[src/rtl/rf_wrport_arb_if.sv]
// Bundles the M-stage pipeline write, late write request, S-stage hazard probe and rf write port C.
// The master drives requests and read addresses, and the slave (arbiter) drives ack, hazard, stall and port C.
interface rf_wrport_arb_if;
    logic        CLMI_RHOLD;
    logic        CP0_XCPN_M_C1;
    logic        PIPE_WR_M;
    logic [4:0]  PIPE_ADDR_M;
    logic [31:0] PIPE_DATA_M;
    logic        LATE_REQ;
    logic [4:0]  LATE_ADDR;
    logic [31:0] LATE_DATA;
    logic        LATE_ACK;
    logic [4:0]  REGAADDR_S;
    logic [4:0]  REGBADDR_S;
    logic        HAZA_S;
    logic        HAZB_S;
    logic        REGCWRITE_W_R;
    logic [4:0]  REGCADDR_W_R;
    logic [31:0] REGCDATA_W_R;
    logic        STALL_REQ;

    modport master (
        output CLMI_RHOLD, CP0_XCPN_M_C1, PIPE_WR_M, PIPE_ADDR_M, PIPE_DATA_M,
        output LATE_REQ, LATE_ADDR, LATE_DATA, REGAADDR_S, REGBADDR_S,
        input  LATE_ACK, HAZA_S, HAZB_S, REGCWRITE_W_R, REGCADDR_W_R, REGCDATA_W_R, STALL_REQ
    );

    modport slave (
        input  CLMI_RHOLD, CP0_XCPN_M_C1, PIPE_WR_M, PIPE_ADDR_M, PIPE_DATA_M,
        input  LATE_REQ, LATE_ADDR, LATE_DATA, REGAADDR_S, REGBADDR_S,
        output LATE_ACK, HAZA_S, HAZB_S, REGCWRITE_W_R, REGCADDR_W_R, REGCDATA_W_R, STALL_REQ
    );
endinterface

[src/rtl/rf_wrport_arb.sv]
// Arbitrates rf write port C between pipeline writes (1 cycle to port) and a 2-deep late-write buffer (2 cycles).
// Late requests wait un-acked while the buffer is full, and STALL_REQ tells the pipeline to hold until it drains.
module rf_wrport_arb (
    input  logic           SYSCLK,
    input  logic           RESET_D1_R,
    rf_wrport_arb_if.slave rf
);

    typedef struct packed {
        logic        vld;
        logic [4:0]  addr;
        logic [31:0] dat;
    } wr_ent_t;

    wr_ent_t     ent0_q, ent1_q;
    wr_ent_t     ent0_nxt, ent1_nxt, late_ent;
    logic        pipe_acc, deq, full, late_ack, late_drop, enq;
    logic        keep0, keep1;
    logic        wr_q;
    logic [4:0]  addr_q;
    logic [31:0] dat_q;
    logic        stall_q;

    always_comb begin
        pipe_acc  = rf.PIPE_WR_M & ~rf.CLMI_RHOLD & ~rf.CP0_XCPN_M_C1 & (rf.PIPE_ADDR_M != 5'd0);
        deq       = ~pipe_acc & ent0_q.vld;
        full      = ent0_q.vld & ent1_q.vld;
        late_ack  = rf.LATE_REQ & ~RESET_D1_R & (~full | deq);
        // Writes to r0 and writes already overtaken by the same-cycle pipeline write are useless.
        late_drop = (rf.LATE_ADDR == 5'd0) | (pipe_acc & (rf.LATE_ADDR == rf.PIPE_ADDR_M));
        enq       = late_ack & ~late_drop;
        late_ent  = '{vld: 1'b1, addr: rf.LATE_ADDR, dat: rf.LATE_DATA};

        // An entry survives unless it is dequeued now or squashed by a younger pipeline write.
        keep0 = ent0_q.vld & ~deq & ~(pipe_acc & (ent0_q.addr == rf.PIPE_ADDR_M));
        keep1 = ent1_q.vld & ~(pipe_acc & (ent1_q.addr == rf.PIPE_ADDR_M));

        ent0_nxt = '0;
        ent1_nxt = '0;
        case ({keep0, keep1})
            2'b11: begin
                ent0_nxt = ent0_q;
                ent1_nxt = ent1_q;
            end
            2'b10: begin
                ent0_nxt = ent0_q;
                if (enq) ent1_nxt = late_ent;
            end
            2'b01: begin
                ent0_nxt = ent1_q;
                if (enq) ent1_nxt = late_ent;
            end
            default: begin
                if (enq) ent0_nxt = late_ent;
            end
        endcase
    end

    always_ff @(posedge SYSCLK) begin
        if (RESET_D1_R) begin
            ent0_q  <= '0;
            ent1_q  <= '0;
            wr_q    <= 1'b0;
            addr_q  <= 5'd0;
            dat_q   <= 32'd0;
            stall_q <= 1'b0;
        end else begin
            ent0_q  <= ent0_nxt;
            ent1_q  <= ent1_nxt;
            stall_q <= ent0_nxt.vld & ent1_nxt.vld;
            if (pipe_acc) begin
                wr_q   <= 1'b1;
                addr_q <= rf.PIPE_ADDR_M;
                dat_q  <= rf.PIPE_DATA_M;
            end else if (deq) begin
                wr_q   <= 1'b1;
                addr_q <= ent0_q.addr;
                dat_q  <= ent0_q.dat;
            end else begin
                wr_q   <= 1'b0;
            end
        end
    end

    // A pending late write shadows the rf copy until it reaches port C.
    assign rf.HAZA_S = ~RESET_D1_R & (rf.REGAADDR_S != 5'd0) &
                       ((ent0_q.vld & (ent0_q.addr == rf.REGAADDR_S)) |
                        (ent1_q.vld & (ent1_q.addr == rf.REGAADDR_S)) |
                        (enq & (rf.LATE_ADDR == rf.REGAADDR_S)));
    assign rf.HAZB_S = ~RESET_D1_R & (rf.REGBADDR_S != 5'd0) &
                       ((ent0_q.vld & (ent0_q.addr == rf.REGBADDR_S)) |
                        (ent1_q.vld & (ent1_q.addr == rf.REGBADDR_S)) |
                        (enq & (rf.LATE_ADDR == rf.REGBADDR_S)));

    assign rf.LATE_ACK      = late_ack;
    assign rf.REGCWRITE_W_R = wr_q;
    assign rf.REGCADDR_W_R  = addr_q;
    assign rf.REGCDATA_W_R  = dat_q;
    assign rf.STALL_REQ     = stall_q;

endmodule

[src/flat_wrapper.sv]
// flat-port wrapper written by rule: the top's interface ports become plain ports
module rf_wrport_arb_flat 
  (SYSCLK, RESET_D1_R, rf_CLMI_RHOLD, rf_CP0_XCPN_M_C1, rf_PIPE_WR_M, rf_PIPE_ADDR_M, rf_PIPE_DATA_M, rf_LATE_REQ, rf_LATE_ADDR, rf_LATE_DATA, rf_REGAADDR_S, rf_REGBADDR_S, rf_LATE_ACK, rf_HAZA_S, rf_HAZB_S, rf_REGCWRITE_W_R, rf_REGCADDR_W_R, rf_REGCDATA_W_R, rf_STALL_REQ);
  rf_wrport_arb_if rf_i ();
  input  logic SYSCLK;
  input  logic RESET_D1_R;
  input wire logic [$bits(rf_i.CLMI_RHOLD)-1:0] rf_CLMI_RHOLD;
  input wire logic [$bits(rf_i.CP0_XCPN_M_C1)-1:0] rf_CP0_XCPN_M_C1;
  input wire logic [$bits(rf_i.PIPE_WR_M)-1:0] rf_PIPE_WR_M;
  input wire logic [$bits(rf_i.PIPE_ADDR_M)-1:0] rf_PIPE_ADDR_M;
  input wire logic [$bits(rf_i.PIPE_DATA_M)-1:0] rf_PIPE_DATA_M;
  input wire logic [$bits(rf_i.LATE_REQ)-1:0] rf_LATE_REQ;
  input wire logic [$bits(rf_i.LATE_ADDR)-1:0] rf_LATE_ADDR;
  input wire logic [$bits(rf_i.LATE_DATA)-1:0] rf_LATE_DATA;
  input wire logic [$bits(rf_i.REGAADDR_S)-1:0] rf_REGAADDR_S;
  input wire logic [$bits(rf_i.REGBADDR_S)-1:0] rf_REGBADDR_S;
  output wire logic [$bits(rf_i.LATE_ACK)-1:0] rf_LATE_ACK;
  output wire logic [$bits(rf_i.HAZA_S)-1:0] rf_HAZA_S;
  output wire logic [$bits(rf_i.HAZB_S)-1:0] rf_HAZB_S;
  output wire logic [$bits(rf_i.REGCWRITE_W_R)-1:0] rf_REGCWRITE_W_R;
  output wire logic [$bits(rf_i.REGCADDR_W_R)-1:0] rf_REGCADDR_W_R;
  output wire logic [$bits(rf_i.REGCDATA_W_R)-1:0] rf_REGCDATA_W_R;
  output wire logic [$bits(rf_i.STALL_REQ)-1:0] rf_STALL_REQ;
  assign rf_i.CLMI_RHOLD = rf_CLMI_RHOLD;
  assign rf_i.CP0_XCPN_M_C1 = rf_CP0_XCPN_M_C1;
  assign rf_i.PIPE_WR_M = rf_PIPE_WR_M;
  assign rf_i.PIPE_ADDR_M = rf_PIPE_ADDR_M;
  assign rf_i.PIPE_DATA_M = rf_PIPE_DATA_M;
  assign rf_i.LATE_REQ = rf_LATE_REQ;
  assign rf_i.LATE_ADDR = rf_LATE_ADDR;
  assign rf_i.LATE_DATA = rf_LATE_DATA;
  assign rf_i.REGAADDR_S = rf_REGAADDR_S;
  assign rf_i.REGBADDR_S = rf_REGBADDR_S;
  assign rf_LATE_ACK = rf_i.LATE_ACK;
  assign rf_HAZA_S = rf_i.HAZA_S;
  assign rf_HAZB_S = rf_i.HAZB_S;
  assign rf_REGCWRITE_W_R = rf_i.REGCWRITE_W_R;
  assign rf_REGCADDR_W_R = rf_i.REGCADDR_W_R;
  assign rf_REGCDATA_W_R = rf_i.REGCDATA_W_R;
  assign rf_STALL_REQ = rf_i.STALL_REQ;
  rf_wrport_arb u_core (.SYSCLK(SYSCLK), .RESET_D1_R(RESET_D1_R), .rf(rf_i));
endmodule
[config.mk]
export PLATFORM = sky130hd
export DESIGN_NAME = rf_wrport_arb_flat
export DESIGN_NICKNAME = d
export VERILOG_FILES = /design/src/rtl/rf_wrport_arb_if.sv /design/src/rtl/rf_wrport_arb.sv /design/src/flat_wrapper.sv
export SDC_FILE = /design/constraint.sdc
export NUM_CORES = 1
export LEC_CHECK = 0
export CAP_MARGIN = 25
export CORE_MARGIN = 5
export CORE_UTILIZATION = 40
export DETAILED_ROUTE_END_ITERATION = 10
export GPL_TIMING_DRIVEN = 0
export MAX_ROUTING_LAYER = met4
export SLEW_MARGIN = 20
export SYNTH_ARGS = -nofsm -noshare
export SYNTH_HDL_FRONTEND = slang
export SYNTH_SLANG_ARGS = --single-unit
[constraint.sdc]
create_clock -name SYSCLK -period 4.5 [get_ports SYSCLK]
set_input_delay 0.675 -clock SYSCLK [delete_from_list [all_inputs] [get_ports SYSCLK]]
set_output_delay 0.675 -clock SYSCLK [all_outputs]
set_load 0.02 [all_outputs]
==> flow_summary.toml, run 1 <==
[timing]
hold_viol = 0
rsz0062_at_grt = "no"
worst_slew_pin_slew_ns = 0.8756
max_freq_ghz = 0.2339
min_period_over_period = 0.9502
setup_violations = 0
setup_tns_ns = 0
final-max-slew-violation-count = 0
max_slew_margin = 0.4162
finalClockSkew_ns = 0.005658
post-route-min-period_ns = 4.276

[cells_and_area]
utilization = 0.5315
finish.net_count = 1023
ff_latch_area_sq_mm = 0.002302
diodes = 0
syn2layout_area_growth_pct = 31.26
multi_input_area_sq_mm = 0.003820
fill_cells = 1588
drive_gt1_frac = 0.1387
fin_cells = 1157

[clocking]
clockBufferDepth = 2
htreeDepth = 4
numCtsBuffers = 17
cts_hold_buffers = 0
clk_latency_ns = 0.42
clock-sinks = 115
path_clk_slew_ns = 0.05
cts_tree = "built"
cts_root_buf = "clkbuf_16"

[power]
total_power_mw = 2.744
p_int_mw = 2.089
netSwitchingPower_uw = 655.0
pwr-share-clk = 0.479
powerDensity_mw_per_mm2 = 313.5
power_switching_share = 0.2387
ir_drop_mv = 0.2687
combPwrFrac = 0.132
pwr-share-seq = 0.389
p_leak_nw = 2.858

[critical_path]
cp_data_required_time_ns = 4.78
critPathKind = "primary input to register"
startpoint_type = "primary input"
slowest_delay_ns = 0.61
cp_cell_sequence = "clkdlybuf4s50_1, or4_4, o21ai_2, buf_6, o31a_1, inv_1, ha_1, buf_2, clkbuf_1, nor2_2, clkbuf_1, a21bo_2, o21ai_0"
cp_slowest_cell = "or4_4"
cpMostUsedCell = "clkbuf_1"
cp_max_fo = 10
critPathArrivalTime_ns = 4.55
worstSetupEndpointType = "register"

[drt]
vias = 6434
route.detailed.wl_per_inst_um = 18.17
via_per_inst = 5.561
final_antenna_net_count = 0
drtIter0Drc = 455
drc = 0
firstDrtPassIters = 5
drt_wl_total_um = 21020

[global_route]
grt_usage = 0.2191
grt_max_degree = 17
top_usage_layer = "met2"
overflow = 0
grt_pass1_vias = 6140
antenna_found_initial = 0
use_met3 = 0.03897
grt_util_met2 = 0.3332
grt_pass1_wl_um = 33060
grt_util_met1 = 0.2927

[logic_synthesis]
synth_top_area_frac = 0.3453
synth.distinct_cells = 49
yosys.area.top_type = "dfxtp_1"
async_flop_share = 0
synth_nets = 880
synth-seq-cells = 115
synth.most_common_cell = "dfxtp_1"
syn_avg_cell_area_sq_um = 8.494
synth_seq_area_share = 0.3453
ys_top_cells_by_count = "dfxtp_1 (115), o21ai_0 (70), clkbuf_1 (59), nand3_1 (45), nand2_1 (42)"
synthFlopType = "dfxtp_1"
synth-edff-count = 0
syn-cell-area_sq_mm = 0.006668
synth.area.top_cells = "dfxtp_1 (35%), a211oi_2 (6.4%), mux2i_1 (5.3%)"
yosys_warnings = 0
syn-instance-count = 785

[placement]
gp_congestion = 0.8881
dp_cells = 1129
port_buffers = 124
hpwlAfterDp_um = 15150

[floorplanning]
coreArea_sq_mm = 0.01647
rows = 47
die_h_um = 139.1
dieArea_sq_mm = 0.01935
initial_utilization = 0.4049
die_w_um = 139.1
io_pins = 132

[run_status]
status = "complete, no violations"

[flow_run]
maxCapViolations = 0

[hold_path]
holdCritPathClass = "register to register"
## cells in the final DEF, fill, tap and decap left out, types with 7 or more instances in the layout
cell,count
xnor2_1,22
nand2_1,42
clkbuf_1,61
nor2_1,39
nand3b_1,33
a221oi_1,32
nand4_1,34
mux2i_1,35
clkdlybuf4s50_1,124
o21ai_1,8
o21ai_0,70
a21bo_2,32
buf_2,11
nor3_1,38
xor2_1,23
dfxtp_1,115
buf_6,9
nand3_1,45
inv_1,35
clkbuf_16,17
a21oi_1,7
a211oi_2,34
## kinds of logic (layout without fill, tap and decap cells)
| family | after synthesis | in the layout | share of synthesized area |
|---|---|---|---|
| muxes | 36 | 36 | 0.05423 |
| buffers and inverters | 121 | 273 | 0.08219 |
| DFF | 115 | 115 | 0.3453 |
| xor gates and xnor gates | 45 | 45 | 0.05911 |
| AOI/OAI and AO/OA | 206 | 206 | 0.2441 |
| adders and majority gates | 5 | 5 | 0.009383 |
| and+or+nand+nor | 257 | 257 | 0.2057 |
## critical path, delay by kind of cell
kind                     cells  cell delay [ns]
AO/OA/AOI/OAI                4             0.72
adder cells (fa/ha/maj)      1             0.19
AND/OR/NAND/NOR              2             1.07
buffers and inverters        6             1.89
## power groups by stage
stage / logic [mW] / clock network (mW) / registers, mW
after floorplan: 0.169 / 0 / 1.11
after global placement: 0.362 / 0 / 1.09
after detailed placement: 0.362 / 0 / 1.09
after CTS: 0.364 / 1.33 / 1.07
after global routing: 0.391 / 1.38 / 1.07
final: 0.363 / 1.31 / 1.07
## layout make-up
cell class	instances	area share
Clock buffer	23	0.05575
Sequential cell	115	0.2630
Multi-Input combinational cell	549	0.4365
Inverter	35	0.01501
Timing Repair Buffer	124	0.1418
Tap cell	220	0.03145
Clock inverter	5	0.008863
Buffer	86	0.04761
## final timing paths
kind                     start                 to  cells past startpoint  slack [ns]
min          u_core.ent1_q[19]  u_core.ent1_q[19]                      2        0.45
max          rf_PIPE_ADDR_M[0]  u_core.ent0_q[29]                     13        0.22
min reg2reg  u_core.ent1_q[19]  u_core.ent1_q[19]                      2        0.45
max reg2reg  u_core.ent0_q[37]  u_core.ent0_q[29]                     10        0.87
## through the flow
stage          hold WS, ns  worst slack [ns]  instance area, sq um
6_report            0.4457            0.2240                  8752
5_1_grt             0.4741           0.06078                  8752
4_1_cts             0.4456            0.1034                  8750
3_5_place_dp        0.4386           -0.3247                  8184
3_3_place_gp        0.4337           -0.3567                  8184
2_1_floorplan       0.4254             1.083                  6668
## what timing repair did
item | in CTS | in global routing
endpoints found under the setup margin | 0 | 30
resized for setup | 0 | 1
setup buffers | 0 | 0
hold endpoints to repair | 0 | 0
## state kept, by name (all words and copies together), names as in the netlist
signal and count:
u_core.rf.REGCADDR_W_R 5, u_core.ent0_q 38, u_core.rf.REGCWRITE_W_R 1, u_core.rf.STALL_REQ 1, u_core.rf.REGCDATA_W_R 32, u_core.ent1_q 38
## layer usage
metal / part of all wire / wire [um]
met5: 0 / 0
met4: 0.021 / 444
met3: 0.065 / 1371
met2: 0.45 / 9467
met1: 0.46 / 9737
(Power assumes the default switching activity.)
==> inputs of run 2 (changes only) <==
--- a/config.mk
+++ b/config.mk
@@ -8,9 +8,11 @@
 export CAP_MARGIN = 25
 export CORE_MARGIN = 5
 export CORE_UTILIZATION = 40
+export CTS_CLUSTER_SIZE = 20
 export DETAILED_ROUTE_END_ITERATION = 10
 export GPL_TIMING_DRIVEN = 0
 export MAX_ROUTING_LAYER = met4
+export RECOVER_POWER = 50
 export SLEW_MARGIN = 20
 export SYNTH_ARGS = -nofsm -noshare
 export SYNTH_HDL_FRONTEND = slang
==> flow_summary.toml, run 2 (synthesis gave the netlist of run 1 again) <==
[run_status]
status = "complete, no violations"

[timing]
setup_violations = 0
finalClockSkew_ns = 0.004692
post-route-min-period_ns = 4.303
hold_viol = 0
final-max-slew-violation-count = 0
rsz0062_at_grt = "no"
min_period_over_period = 0.9563
hold-worst-slack_ns = 0.4454
worst_slew_pin_slew_ns = 0.8784
max_slew_margin = 0.4144
max_freq_ghz = 0.2324

[clocking]
clock-sinks = 115
cts_root_buf = "clkbuf_16"
clk_latency_ns = 0.42
clockBufferDepth = 2
numCtsBuffers = 17
cts_setup_buffers = 0
cts_tree = "built"
path_clk_slew_ns = 0.05
cts_hold_buffers = 0
htreeDepth = 4

[global_route]
antenna_found_initial = 0
grt_max_degree = 17
overflow = 0
grt_pass1_vias = 6140
grt_pass1_wl_um = 33060
grt_usage = 0.2191

[power]
powerDensity_mw_per_mm2 = 316.7
ir_drop_mv = 0.2699
p_leak_nw = 2.929

[cells_and_area]
utilization = 0.5229
final_common_cell = "dfxtp_1"
drive_gt1_frac = 0.1067
fin_cells = 1157
layout_common_cells = "dfxtp_1 (115), clkdlybuf4s50_1 (84), o21ai_0 (70)"
diodes = 0
finish.net_count = 1023
syn2layout_area_growth_pct = 29.12

[drt]
firstDrtPassIters = 5
vias = 6376
drtIter0Drc = 473
via_per_inst = 5.511
route.detailed.wl_per_inst_um = 18.25
drt_wl_total_um = 21110
final_antenna_net_count = 0
drc = 0

[floorplanning]
die_w_um = 139.1
initial_utilization = 0.4049
coreArea_sq_mm = 0.01647
die_h_um = 139.1
dieArea_sq_mm = 0.01935
rows = 47
io_pins = 132

[critical_path]
cp_num_buf_inv = 6
crit_family = "buffers and inverters"
cp_data_required_time_ns = 4.78
critical_path.reg2reg.startpoint = "u_core.ent0_q[37]"
critPathArrivalTime_ns = 4.58
worstSetupEndpointType = "register"
startpoint_type = "primary input"
critPathLaunch = "rf_PIPE_ADDR_M[0]"
slowest_delay_ns = 0.62
cp_cell_sequence = "clkdlybuf4s50_1, or4_1, o21ai_2, buf_6, o31a_1, inv_1, ha_1, buf_2, clkbuf_1, nor2_2, clkbuf_1, a21bo_2, o21ai_0"
critPathKind = "primary input to register"
cpMostUsedCell = "clkbuf_1"
cp_max_fo = 10
cp_slowest_cell = "or4_1"

[placement]
dp_cells = 1129
gp_congestion = 0.8881
port_buffers = 124
hpwlAfterDp_um = 15150

[hold_path]
hp-start = "u_core.ent1_q[19]"
holdCritPathClass = "register to register"

[flow_run]
maxCapViolations = 0
run 2: worst paths after layout:
kind | depth (start not counted) | slack (ns) | endpoint
hold reg to reg | 2 | 0.45 | u_core.ent1_q[19]
setup / recovery | 13 | 0.20 | u_core.ent0_q[29]
setup reg to reg | 10 | 0.72 | u_core.rf.STALL_REQ
hold / removal | 2 | 0.45 | u_core.ent1_q[19]
run 2: tightest hold or removal path, cell delays in order (launching register included):
cell     delay [ns]
dfxtp_1        0.31
nand2_1        0.05
o21ai_1        0.05
run 2: final cells by class:
class / count / area, sq um
multi-input cells: 549 / 3691
clock buffers: 23 / 488.0
flip-flops and latches: 115 / 2302
repair buffers: 124 / 1241
well taps: 220 / 275.3
fillers: 1605 / 7856
clock inverters: 5 / 77.57
plain buffers: 86 / 402.9
inverters: 35 / 131.4
run 2: where the power goes:
group	total, mW	switching (mW)	leakage [nW]	internal (mW)
clock network	1.31	0.457	0.277	0.857
registers	1.07	0.0172	0.934	1.05
logic	0.345	0.176	1.72	0.169
total	2.73	0.650	2.93	2.08
run 2: stage by stage:
stage	setup slack [ns]	setup TNS, ns	cell area [sq um]	total power, mW
3_3_place_gp	-0.3567	-10.69	8184	1.450
4_1_cts	0.1034	0	8750	2.765
3_5_place_dp	-0.3247	-8.121	8184	1.451
5_1_grt	0.03725	0	8610	2.821
2_1_floorplan	1.083	0	6668	1.276
6_report	0.1966	0	8610	2.727
run 2: timing repair:
item / 4_1_cts / 5_1_grt
endpoints found under the setup margin: 0 / 30
resized for setup: 0 / 1
hold endpoints to repair: 0 / 0
run 2: routing by layer:
| metal | up-vias | part of all wire | global-route usage |
|---|---|---|---|
| li1 | 3132 | - | - |
| met1 | 2987 | 0.47 | 0.2927 |
| met2 | 221 | 0.45 | 0.3332 |
| met3 | 36 | 0.058 | 0.03897 |
| met4 | 0 | 0.021 | 0.07981 |
| met5 | - | 0 | - |
